[config.mk]
export PLATFORM = sky130hd
export DESIGN_NAME = shield_ctl
export DESIGN_NICKNAME = d
export VERILOG_FILES = /design/src/rtl/shield_ctl.sv
export SDC_FILE = /design/constraint.sdc
export NUM_CORES = 1
export LEC_CHECK = 0
export CAP_MARGIN = 10
export CELL_PAD_IN_SITES_DETAIL_PLACEMENT = 2
export CELL_PAD_IN_SITES_GLOBAL_PLACEMENT = 2
export CORE_ASPECT_RATIO = 1.25
export CORE_UTILIZATION = 32
export DETAILED_ROUTE_END_ITERATION = 6
export PLACE_DENSITY = 0.8
export SLEW_MARGIN = 25
export SYNTH_ARGS = -nofsm -noshare
export SYNTH_HDL_FRONTEND = slang
export SYNTH_SLANG_ARGS = --single-unit
[constraint.sdc]
create_clock -name clk -period 2.49 [get_ports clk]
set_input_delay 0.498 -clock clk [delete_from_list [all_inputs] [get_ports clk]]
set_output_delay 0.498 -clock clk [all_outputs]
set_load 0.05 [all_outputs]
[src/rtl/shield_ctl.sv]
// Power-up shield controller: pickup -> timed shield -> cooldown cycle, counted in video frames.
// Latency: every output is registered and changes on the same edge as the state change behind it.
// Backpressure: none; frame_tick/pickup_touch/barrel_hit are sampled every cycle.
//
// Ports:
//   clk, rst        clock and asynchronous active-high reset
//   game_en         game running; low forces ST_IDLE and clears everything
//   frame_tick      one-cycle pulse per video frame
//   pickup_touch    Donkey overlaps the pickup sprite (level)
//   barrel_hit      per-barrel hit vector (used only when SHIELD_BREAK_EN is defined)
//   is_shielded     shield active, to the game FSM
//   shield_visible  overlay draw enable (blinks during the final BLINK_FRAMES)
//   pickup_visible  pickup sprite draw enable
//   shield_granted  one-cycle pulse when a shield starts
//   frames_left     remaining frames in ACTIVE/COOLDOWN, else 0
//
// Build option: define SHIELD_BREAK_EN so that any barrel hit during an active
// shield ends it early and starts the cooldown.
module shield_ctl #(
  parameter int SHIELD_FRAMES   = 300,
  parameter int COOLDOWN_FRAMES = 180,
  parameter int BLINK_FRAMES    = 60,
  parameter int BLINK_PERIOD    = 8,
  localparam int CW = $clog2(((SHIELD_FRAMES > COOLDOWN_FRAMES) ?
                              SHIELD_FRAMES : COOLDOWN_FRAMES) + 1)
) (
  input  logic          clk,
  input  logic          rst,
  input  logic          game_en,
  input  logic          frame_tick,
  input  logic          pickup_touch,
  input  logic [9:0]    barrel_hit,
  output logic          is_shielded,
  output logic          shield_visible,
  output logic          pickup_visible,
  output logic          shield_granted,
  output logic [CW-1:0] frames_left
);

  localparam int BW = $clog2(BLINK_PERIOD);

  localparam logic [CW-1:0] SHIELD_C = CW'(SHIELD_FRAMES);
  localparam logic [CW-1:0] COOL_C   = CW'(COOLDOWN_FRAMES);
  localparam logic [CW-1:0] BLINK_C  = CW'(BLINK_FRAMES);
  localparam logic [CW-1:0] ONE_C    = CW'(1);
  localparam logic [BW-1:0] BLAST_C  = BW'(BLINK_PERIOD - 1);
  localparam logic [BW-1:0] BHALF_C  = BW'(BLINK_PERIOD / 2);

  typedef enum logic [1:0] {
    ST_IDLE     = 2'd0,
    ST_READY    = 2'd1,
    ST_ACTIVE   = 2'd2,
    ST_COOLDOWN = 2'd3
  } state_t;

  state_t        state, state_n;
  logic [CW-1:0] cnt, cnt_n;
  logic [BW-1:0] blink_cnt, blink_n;
  logic          break_hit;

  logic          shielded_n;
  logic          shield_vis_n;
  logic          pickup_vis_n;
  logic          granted_n;
  logic [CW-1:0] frames_left_n;

`ifdef SHIELD_BREAK_EN
  assign break_hit = |barrel_hit;
`else
  // Hits are absorbed silently; the shield always runs its full duration.
  logic unused_barrel_hit;
  assign unused_barrel_hit = |barrel_hit;
  assign break_hit = 1'b0;
`endif

  // Next-state / counter logic. game_en low overrides every other event.
  always_comb begin
    state_n = state;
    cnt_n   = cnt;
    blink_n = blink_cnt;
    if (!game_en) begin
      state_n = ST_IDLE;
      cnt_n   = '0;
      blink_n = '0;
    end else begin
      case (state)
        ST_IDLE: begin
          state_n = ST_COOLDOWN;
          cnt_n   = COOL_C;
        end
        ST_READY: begin
          // A tick in the same cycle as the touch is dropped: full duration.
          if (pickup_touch) begin
            state_n = ST_ACTIVE;
            cnt_n   = SHIELD_C;
            blink_n = '0;
          end
        end
        ST_ACTIVE: begin
          if (break_hit || (frame_tick && cnt == ONE_C)) begin
            state_n = ST_COOLDOWN;
            cnt_n   = COOL_C;
            blink_n = '0;
          end else if (frame_tick) begin
            cnt_n   = cnt - ONE_C;
            blink_n = (blink_cnt == BLAST_C) ? '0 : blink_cnt + BW'(1);
          end
        end
        ST_COOLDOWN: begin
          if (frame_tick) begin
            if (cnt == ONE_C) begin
              state_n = ST_READY;
              cnt_n   = '0;
            end else begin
              cnt_n = cnt - ONE_C;
            end
          end
        end
        default: begin
          state_n = ST_IDLE;
          cnt_n   = '0;
          blink_n = '0;
        end
      endcase
    end
  end

  // Outputs are derived from the next state so they register on the same edge.
  always_comb begin
    shielded_n    = (state_n == ST_ACTIVE);
    pickup_vis_n  = (state_n == ST_READY);
    granted_n     = game_en && (state == ST_READY) && pickup_touch;
    shield_vis_n  = shielded_n && ((cnt_n > BLINK_C) || (blink_n < BHALF_C));
    frames_left_n = '0;
    if (state_n == ST_ACTIVE || state_n == ST_COOLDOWN) begin
      frames_left_n = cnt_n;
    end
  end

  always_ff @(posedge clk or posedge rst) begin
    if (rst) begin
      state          <= ST_IDLE;
      cnt            <= '0;
      blink_cnt      <= '0;
      is_shielded    <= 1'b0;
      shield_visible <= 1'b0;
      pickup_visible <= 1'b0;
      shield_granted <= 1'b0;
      frames_left    <= '0;
    end else begin
      state          <= state_n;
      cnt            <= cnt_n;
      blink_cnt      <= blink_n;
      is_shielded    <= shielded_n;
      shield_visible <= shield_vis_n;
      pickup_visible <= pickup_vis_n;
      shield_granted <= granted_n;
      frames_left    <= frames_left_n;
    end
  end

endmodule

==> run summary <==
Highest Clock Rate = 425.4 MHz
First drt pass iteration count = 4
Routed len/inst = 21.20 um
Post-layout util = 44.83%
# DRC = 0
# Post-CTS Setup Buffers = 0
Most frequent cell after synthesis = dfrtp_1
Global route overflow = 0
RR Endpoint = shield_visible$_DFF_PP0_
Pin count of the biggest net entering global routing = 28
Setup WS pre-CTS = -0.1193 ns
Die area = 5117 um2
Yosys cell types = 49
Sequential fraction of the synthesis area = 43.69%
Max-cap violations = 0
Cells on worst reg2reg path = 8
Mapped cell area = 1546 um2
Worst r2r src = state[0]$_DFF_PP0_
Critical setup path kind = flop to flop
Outcome = complete, no violations
Area share of the leading cell type in the synthesized netlist = 43.69%
Vias/cell = 5.598
All-layer global routing usage = 23.84%
Num CTS Buffers = 3
Seq cells post-synth = 27
Asr flop ratio synth = 100.0%
Net count after synthesis = 181
Post-DP Area = 1981 um2
CTS Buffer Depth = 2
Die X = 64.18 um
R2r setup slk = 0.14 ns
Crit end category = flop
Max-slew violations = 0
Post-synth top cells = dfrtp_1, nor2_1, o21ai_0
Final setup margin = 0.1393 ns
CTS tree = yes
Core Box Area = 4527 um2
H-tree levels = 1
Worst vdd ir = 0.3550 mV
Clock sink count = 27
Min cycle time layout = 2.351 ns
Primary FF master, synth = dfrtp_1
Mapped Cells = 158
I/O Pins = 28
Via count = 1461
PD cells = 887.8 nW/um2
RSZ-0062 raised after global routing = no
Worst hold slack = 0.5596 ns
Layout area overhead = 31.23%
Relative slew slack = 65.74%
Die outline height = 79.73 um
CTS clk-pin slew, worst paths = 0.11 ns
Initial antenna violation count = 0
Net count, final = 227
Number of port buffers = 17
Leading area contributor after synthesis = dfrtp_1
Static Leak = 0.0008866 uW
Number of enable flip-flop cells after synthesis = 0
Drt first-iter violations = 39
CP startpoint kind = flop
Clock Skew = 0.01281 ns
FILL cells = 505
Syn Area/Cell = 9.788 um2
GPL Wtd Cong = 0.9059
Slew at the pin closest to its max-slew limit = 0.5123 ns
Setup-failing EPs final = 0
First-pass GRT wire length = 8963 um
Vias in the first global route = 1667
CP Data Arrival Time = 2.55 ns
Share of cells above drive strength 1 = 20.69%
Min-delay worst type = input port to async pin
Routed Wire Length = 5533 um
Worst-Skew Late Latency = 0.29 ns
Clk root buf = clkbuf_8
Crit-path max FO = 6
Largest cells by area after synthesis = dfrtp_1, ha_1, o21ai_0
Critical Path RT = 2.69 ns
Design area = 2029 um2
Hpwl dp = 4321 um
Starting density of the core = 34.16%
Detail Route Antenna Nets = 0
Crit share post-route = 94.40%
Row count = 27
Number of diodes = 0
Hold Fails Final Rpt = 0
Synth warn = 0
state kept, by name, indices dropped and copies added, names as in the netlist:
signal / flops
shield_granted: 1
is_shielded: 1
state: 2
cnt: 9
shield_visible: 1
frames_left: 9
blink_cnt: 3
pickup_visible: 1
metrics by stage:
step	TNS, ns	cells	total power [uW]
floorplan	0	158	1119
global placement	-0.02389	257	1475
detailed placement	-0.3292	257	1528
CTS	0	261	1814
global route	0	261	1894
finish	0	261	1802
logic make-up after synthesis:
family | share of synthesized area, %
muxes | 0.6473
adders and majority gates | 6.473
xor gates and xnor gates | 0.5664
AOI/OAI and AO/OA | 20.96
buffers and inverters | 3.641
and+or+nand+nor | 24.03
DFF | 43.69
critical path: stages, from the launching register on:
cell and delay, ns:
dfrtp_1 0.44, inv_1 0.11, ha_1 0.30, o21ai_0 0.15
a31oi_2 0.23, a21oi_1 0.13, or3_1 0.41, nand4bb_1 0.21
a211oi_1 0.26
metal layers:
layer	track usage [%]	wire length (um)	vias up
met5	0	0	-
met4	10.44	208	0
met3	3.000	108	17
met2	45.74	3022	30
met1	25.74	2193	748
li1	-	-	666
repair_timing:
item / CTS / global route
hold buffers: 0 / 0
hold endpoints to repair: 0 / 0
resized for setup: 0 / 1
setup endpoints to repair: 0 / 1
worst max path at each step:
stage	startpoint	end	slack, ns	cells past startpoint
finish	state[0]$_DFF_PP0_	shield_visible$_DFF_PP0_	0.14	8
global route	state[0]$_DFF_PP0_	shield_visible$_DFF_PP0_	0.006	8
CTS	state[0]$_DFF_PP0_	shield_visible$_DFF_PP0_	0.08	8
detailed placement	frame_tick	shield_visible$_DFF_PP0_	-0.12	7
global placement	frame_tick	shield_visible$_DFF_PP0_	-0.02	7
floorplan	state[0]$_DFF_PP0_	shield_visible$_DFF_PP0_	0.51	8
power breakdown:
| group | leakage [uW] | switching, uW | total, uW | internal [uW] |
|---|---|---|---|---|
| clock network | 0.0000217 | 153 | 267 | 114 |
| registers | 0.000363 | 66.8 | 576 | 509 |
| logic | 0.000502 | 587 | 958 | 371 |
final cells by class:
cell class / count / area (um2) / share of cell area [%]
Clock buffer: 3 / 41.29 / 2.035
Clock inverter: 1 / 7.507 / 0.3699
Inverter: 12 / 45.04 / 2.219
Multi-Input combinational cell: 116 / 814.5 / 40.14
Sequential cell: 27 / 675.6 / 33.29
Tap cell: 58 / 72.57 / 3.576
Timing Repair Buffer: 44 / 372.9 / 18.37
placed cells by master (no fill, tap or decap), drive strengths merged, types with 2 or more instances in the layout:
cell / count
a2111oi: 2
a211oi: 4
a21oi: 6
a22oi: 2
a32oi: 2
and2: 6
buf: 27
clkbuf: 3
clkdlybuf4s50: 17
dfrtp: 27
ha: 8
inv: 12
nand2: 8
nand2b: 3
nand3: 6
nand4: 3
nor2: 15
nor2b: 6
nor3: 6
nor4: 2
o21a: 2
o21ai: 13
(Power assumes the default switching activity.)
